### src/rtl/stopwatch_run_ctrl_if.sv
// Key inputs, counter handshake and display outputs of the stopwatch run/lap controller.
// The slave modport is the controller side. The master modport is the board/datapath side.
`timescale 1ns/1ps
interface stopwatch_run_ctrl_if;
  logic        btn_ss;
  logic        btn_lap;
  logic [19:0] cnt_bcd;
  logic        cnt_wrap;
  logic        cnt_en;
  logic        cnt_clr;
  logic [19:0] disp_bcd;
  logic        lap_act;
  logic [1:0]  state;

  modport slave (
    input  btn_ss,
    input  btn_lap,
    input  cnt_bcd,
    input  cnt_wrap,
    output cnt_en,
    output cnt_clr,
    output disp_bcd,
    output lap_act,
    output state
  );

  modport master (
    output btn_ss,
    output btn_lap,
    output cnt_bcd,
    output cnt_wrap,
    input  cnt_en,
    input  cnt_clr,
    input  disp_bcd,
    input  lap_act,
    input  state
  );
endinterface

### src/rtl/stopwatch_run_ctrl.sv
// Run/lap controller for the 000.00-999.99 stopwatch.
// It debounces the start/stop and lap/reset keys and sequences the counter enable and clear.
// It also holds the lap snapshot and selects the live or frozen digits for the display mux.
`timescale 1ns/1ps
module stopwatch_run_ctrl #(
  parameter int unsigned DEB_CNT      = 250000,
  parameter bit          STOP_ON_WRAP = 1'b1
) (
  input logic                 clk,
  input logic                 rst,
  stopwatch_run_ctrl_if.slave bus
);

  localparam int unsigned     CW       = (DEB_CNT > 1) ? $clog2(DEB_CNT) : 1;
  localparam logic [CW-1:0]   CNT_LAST = CW'(DEB_CNT - 1);

  typedef enum logic [1:0] {
    IDLE = 2'b00,
    RUN  = 2'b01,
    LAP  = 2'b10,
    STOP = 2'b11
  } state_t;

  // Key index 0 = start/stop, 1 = lap/reset
  logic [1:0]    key_raw;
  logic [1:0]    key_s1;
  logic [1:0]    key_sync;
  logic [1:0]    key_deb;
  logic [1:0]    key_deb_q;
  logic [1:0]    key_press;
  logic [CW-1:0] deb_cnt [2];

  logic ss_press;
  logic lap_press;

  state_t      st;
  state_t      st_nxt;
  logic        capture;
  logic        clr_req;
  logic        wrap_stop;

  logic        cnt_en_q;
  logic        cnt_clr_q;
  logic        lap_act_q;
  logic [19:0] disp_q;
  logic [19:0] lap_reg;

  logic        cnt_en_nxt;
  logic        cnt_clr_nxt;
  logic        lap_act_nxt;
  logic [19:0] disp_nxt;
  logic [19:0] lap_reg_nxt;

  assign key_raw = {bus.btn_lap, bus.btn_ss};

  // Synchronize, debounce and edge-detect both keys.
  // The press pulse is registered, so the FSM acts one cycle after deb rises.
  always_ff @(posedge clk or posedge rst) begin
    if (rst) begin
      key_s1    <= '0;
      key_sync  <= '0;
      key_deb   <= '0;
      key_deb_q <= '0;
      key_press <= '0;
      for (int unsigned i = 0; i < 2; i++) begin
        deb_cnt[i] <= '0;
      end
    end else begin
      key_s1    <= key_raw;
      key_sync  <= key_s1;
      key_deb_q <= key_deb;
      key_press <= key_deb & ~key_deb_q;
      for (int unsigned i = 0; i < 2; i++) begin
        if (key_sync[i] == key_deb[i]) begin
          deb_cnt[i] <= '0;
        end else if (deb_cnt[i] == CNT_LAST) begin
          key_deb[i] <= key_sync[i];
          deb_cnt[i] <= '0;
        end else begin
          deb_cnt[i] <= deb_cnt[i] + CW'(1);
        end
      end
    end
  end

  assign ss_press  = key_press[0];
  assign lap_press = key_press[1];
  assign wrap_stop = STOP_ON_WRAP && bus.cnt_wrap && ((st == RUN) || (st == LAP));

  // State register and registered outputs, loaded from the next-state decode.
  always_ff @(posedge clk or posedge rst) begin
    if (rst) begin
      st        <= IDLE;
      cnt_en_q  <= 1'b0;
      cnt_clr_q <= 1'b0;
      lap_act_q <= 1'b0;
      disp_q    <= '0;
      lap_reg   <= '0;
    end else begin
      st        <= st_nxt;
      cnt_en_q  <= cnt_en_nxt;
      cnt_clr_q <= cnt_clr_nxt;
      lap_act_q <= lap_act_nxt;
      disp_q    <= disp_nxt;
      lap_reg   <= lap_reg_nxt;
    end
  end

  // Next-state decode. Start/stop beats lap, and a counter wrap beats both.
  always_comb begin
    st_nxt  = st;
    capture = 1'b0;
    clr_req = 1'b0;
    case (st)
      IDLE: begin
        if (ss_press) begin
          st_nxt = RUN;
        end else if (lap_press) begin
          st_nxt  = IDLE;
          clr_req = 1'b1;
        end
      end
      RUN: begin
        if (wrap_stop || ss_press) begin
          st_nxt = STOP;
        end else if (lap_press) begin
          st_nxt  = LAP;
          capture = 1'b1;
        end
      end
      LAP: begin
        if (wrap_stop || ss_press) begin
          st_nxt = STOP;
        end else if (lap_press) begin
          st_nxt = RUN;
        end
      end
      STOP: begin
        if (ss_press) begin
          st_nxt = RUN;
        end else if (lap_press) begin
          st_nxt  = IDLE;
          clr_req = 1'b1;
        end
      end
      default: st_nxt = IDLE;
    endcase
  end

  // Output decode from the next state. The display shows the snapshot only while in LAP.
  always_comb begin
    cnt_en_nxt  = (st_nxt == RUN) || (st_nxt == LAP);
    lap_act_nxt = (st_nxt == LAP);
    cnt_clr_nxt = clr_req;
    lap_reg_nxt = capture ? bus.cnt_bcd : lap_reg;
    disp_nxt    = lap_act_nxt ? lap_reg_nxt : bus.cnt_bcd;
  end

  assign bus.cnt_en   = cnt_en_q;
  assign bus.cnt_clr  = cnt_clr_q;
  assign bus.lap_act  = lap_act_q;
  assign bus.disp_bcd = disp_q;
  assign bus.state    = st;

endmodule

### src/flat_wrapper.sv
// flat-port wrapper written by rule: the top's interface ports become plain ports
module stopwatch_run_ctrl_flat 
#(
  parameter int unsigned DEB_CNT      = 250000,
  parameter bit          STOP_ON_WRAP = 1'b1
)
  (clk, rst, bus_btn_ss, bus_btn_lap, bus_cnt_bcd, bus_cnt_wrap, bus_cnt_en, bus_cnt_clr, bus_disp_bcd, bus_lap_act, bus_state);
  stopwatch_run_ctrl_if bus_i ();
  input logic clk;
  input logic rst;
  input wire logic [$bits(bus_i.btn_ss)-1:0] bus_btn_ss;
  input wire logic [$bits(bus_i.btn_lap)-1:0] bus_btn_lap;
  input wire logic [$bits(bus_i.cnt_bcd)-1:0] bus_cnt_bcd;
  input wire logic [$bits(bus_i.cnt_wrap)-1:0] bus_cnt_wrap;
  output wire logic [$bits(bus_i.cnt_en)-1:0] bus_cnt_en;
  output wire logic [$bits(bus_i.cnt_clr)-1:0] bus_cnt_clr;
  output wire logic [$bits(bus_i.disp_bcd)-1:0] bus_disp_bcd;
  output wire logic [$bits(bus_i.lap_act)-1:0] bus_lap_act;
  output wire logic [$bits(bus_i.state)-1:0] bus_state;
  assign bus_i.btn_ss = bus_btn_ss;
  assign bus_i.btn_lap = bus_btn_lap;
  assign bus_i.cnt_bcd = bus_cnt_bcd;
  assign bus_i.cnt_wrap = bus_cnt_wrap;
  assign bus_cnt_en = bus_i.cnt_en;
  assign bus_cnt_clr = bus_i.cnt_clr;
  assign bus_disp_bcd = bus_i.disp_bcd;
  assign bus_lap_act = bus_i.lap_act;
  assign bus_state = bus_i.state;
  stopwatch_run_ctrl #(.DEB_CNT(DEB_CNT), .STOP_ON_WRAP(STOP_ON_WRAP)) u_core (.clk(clk), .rst(rst), .bus(bus_i));
endmodule
### config.mk
export PLATFORM = sky130hd
export DESIGN_NAME = stopwatch_run_ctrl_flat
export DESIGN_NICKNAME = d
export VERILOG_FILES = /design/src/rtl/stopwatch_run_ctrl_if.sv /design/src/rtl/stopwatch_run_ctrl.sv /design/src/flat_wrapper.sv
export SDC_FILE = /design/constraint.sdc
export NUM_CORES = 1
export LEC_CHECK = 0
export CORE_UTILIZATION = 50
export CTS_BUF_LIST = sky130_fd_sc_hd__clkbuf_16
export CTS_CLUSTER_DIAMETER = 150
export DETAILED_ROUTE_END_ITERATION = 10
export PLACE_DENSITY = 0.76
export SYNTH_ARGS = -nofsm -noshare
export SYNTH_HDL_FRONTEND = slang
export SYNTH_SLANG_ARGS = --single-unit
export TNS_END_PERCENT = 5
### constraint.sdc
create_clock -name clk -period 2.8 [get_ports clk]
set_input_delay 0.56 -clock clk [delete_from_list [all_inputs] [get_ports clk]]
set_output_delay 0.56 -clock clk [all_outputs]
set_load 0.05 [all_outputs]
==> results.md <==
* #FFs+latches synth at 91
* Vias in the first global route at between 2k and 3k
* Hold WC Path Type: flip-flop to flip-flop
* Worst hold path endpoint: u_core.key_sync[0]$_DFF_PP0_
* Layout cell share with drive strength beyond 1 at 18.51%
* Setup clock skew after layout at roughly 0.0059 ns
* Number of synthesized flops with an enable pin at 0
* Clock Tree Root: clkbuf_16
* Setup violations, final at 0
* Count of nets left with antenna violations after detail routing at 0
* PostCTS Resize Cnt at 0
* Required time of the critical path at 3.01 ns
* Cell taking the most area after synthesis: dfrtp_1
* Average size of a mapped cell at between 10 and 15 µm²
* Clock-pin slew of the registers on the worst-case setup and hold paths at 0.06 ns
* Top area cells in the synthesized netlist: dfrtp_1, mux2_2, xnor2_1
* Pin count of the biggest net entering global routing at 46
* Post-layout nets at 415
* Count of distinct cell types in the synthesized netlist at 34
* Crit share post-route at about 80%
* Die outline width at 90.60 µm
* Total number of clock tree sinks at 91
* Clock buffer depth at 2
* Cells on Worst Hold Path at 0
* Number of port buffers at 49
* Worst Setup Path Type: flip-flop to flip-flop
* Beginning of the worst hold path: u_core.key_s1[0]$_DFF_PP0_
* Kind of launch point of the worst setup path: flip-flop
* VDD IR max at around 0.00033 V
* Primary FF master, synth: dfrtp_1
* Tightest hold margin at 0.3485 ns
* Proportion of netlist area held by the largest area contributor at 58.02%
* Critical path data arrival time at 2.44 ns
* Fraction of registers with async set or reset after synthesis at 100.0%
* Transition time at the pin with the least slew margin at between 0.6 and 0.7 ns
* Total routed wirelength at between 6000 and 7000 µm
* Leading cell types in the layout, fill and taps excluded: dfrtp_1, clkdlybuf4s50_1, nor2_1
* Gr ovfl total at 0
* Critical register-to-register path startpoint: u_core.bus.state[0]$_DFF_PP0_
* Final-layout setup total negative slack at 0 ns
* Largest fanout on the critical path at 20
* Setup repair after global routing missed its margin: no
* Register-to-Register Path Depth at 7
* Headroom to the max-slew limit at a little under three fifths
* Number of hold buffers added after CTS at 0
* CTS tree: done
* Clock insertion delay at the later pin of the skew report at 0.33 ns
* Max_cap viols at 0
* Area Growth Syn to Fin at 24.20%
* R2r endpoint: u_core.bus.disp_bcd[2]$_DFF_PP0_
* Synthesis warning total at 0
* Final worst-path setup slack at approximately 0.57 ns
* Core area at approximately 0.0074 mm²
* Number of nets in the synthesized netlist at between 300 and 400
* Final-report max-slew violation count at 0
* Starting density of the core at approximately 53%
* H-tree Lvls at 3
* Number of remaining DRC errors at 0
* Post-CTS Setup Bufs at 0
* TritonCTS buffer count at 9
* Drt wl/cell at between 10 and 15 µm
* Mapped Cells at 321
* Full die area at between 0.008 and 0.009 mm²
* Via count at around 2.5k
* Number of diodes at 0
* Post-DP HPWL at 4713 µm
* Global-route wire length before repair at between 10000 and 15000 µm
* Y dimension of the die at slightly above 90 µm
* Max reg flops at 36
* Status: completed
* Leakage Power at 2.137 nW
* Post-synthesis sequential area ratio at around three fifths
* Number of detailed-route iterations in the first pass at 5
* GP Congestion at between 0.8 and 0.9
* Total count of hold-check failures in the final report at 0
* Global-route total usage across every layer at between 10% and 20%
* Max Fclk at around 450 MHz
* Iteration-0 DRC count of the detailed router at ~130
* Post-layout utilization of the core at between 60% and 70%
* Number of antenna violations at the first check in global routing at 0
* Worst slack after detailed placement at 0.4746 ns
* Mapped Area at between 0.003 and 0.004 mm²
* Power density of the placed cells at between 500 and 600 mW/mm²
* Most common cell after layout, fill and taps aside: dfrtp_1
* Num rows at 31
* DR vias/cell at just over 5
* Setup slack, reg-to-reg at around 0.57 ns
* Total Power Consumption at 2.650 mW
* I/O Pins at 50
* Critical Path End Type: flip-flop
* Post-route minimum period at between 2 and 2.5 ns
==> logic make-up (layout without fill, tap and decap cells) <==
group	Yosys count	count (layout)	share of synthesized area [%]
flip-flops	91	91	58.02
buffers and inverters	26	94	2.869
AO/OA/AOI/OAI	14	14	3.698
XOR/XNOR	32	32	7.141
adder cells (fa/ha/maj)	6	6	1.913
multiplexers	42	42	12.05
AND/OR/NAND/NOR	110	110	14.31
==> where the power goes <==
part / leakage (nW) / switching (mW) / internal, mW
Sequential: 1.21 / 0.0130 / 1.34
Combinational: 0.798 / 0.112 / 0.0803
Clock: 0.128 / 0.500 / 0.605
Total: 2.14 / 0.625 / 2.02
==> how the worst max path moves through the flow <==
stage,startpoint,cells past startpoint,endpoint,slack [ns]
3_5_place_dp,bus_cnt_wrap,5,u_core.bus.disp_bcd[13]$_DFF_PP0_,0.47
2_1_floorplan,u_core.bus.state[0]$_DFF_PP0_,7,u_core.bus.disp_bcd[19]$_DFF_PP0_,0.51
3_3_place_gp,bus_cnt_wrap,5,u_core.bus.disp_bcd[2]$_DFF_PP0_,0.53
6_report,u_core.bus.state[0]$_DFF_PP0_,7,u_core.bus.disp_bcd[2]$_DFF_PP0_,0.57
5_1_grt,u_core.bus.state[0]$_DFF_PP0_,7,u_core.bus.disp_bcd[8]$_DFF_PP0_,0.46
4_1_cts,u_core.bus.state[0]$_DFF_PP0_,7,u_core.bus.disp_bcd[2]$_DFF_PP0_,0.59
==> worst max-delay path, cell delays in order (launching register included) <==
cell and delay [ns]:
dfrtp_1 0.40, inv_1 0.06, ha_1 0.39, inv_1 0.08, a2111oi_1 0.44, o211ai_1 0.13, buf_4 0.25, mux2_1 0.34
==> synthesized netlist by cell type, types with 5 or more instances <==
cell / n
mux2_2: 37
xnor2_1: 25
nor4_1: 16
mux2_1: 5
nand4_1: 10
inv_1: 19
ha_1: 6
nand3_1: 12
xor2_1: 7
nor3_1: 10
nor2_1: 40
nand2_1: 8
dfrtp_1: 91
==> per-stage QoR <==
stage / area (µm²) / std cells
4_1_cts: 4875 / 488
5_1_grt: 4875 / 488
3_5_place_dp: 4596 / 472
2_1_floorplan: 3929 / 321
3_3_place_gp: 4596 / 472
6_report: 4875 / 488
==> area by class of cell <==
| type | count | area (µm²) |
|---|---|---|
| timing repair buffer | 59 | 578.1 |
| sequential | 91 | 2277 |
| clock inverter | 7 | 53.80 |
| multi-input combinational | 204 | 1541 |
| clock buffer | 9 | 225.2 |
| fill | 557 | 2534 |
| tap | 99 | 123.9 |
| inverter | 19 | 75.07 |
==> per-layer routing <==
metal	GRT usage (%)	part of all wire, %	up-vias
li1	-	-	1244
met1	26.26	50	1204
met2	27.34	46	60
met3	4.293	3.8	5
met4	6.452	0.90	0
met5	0	0	-
(Power assumes the default switching activity.)
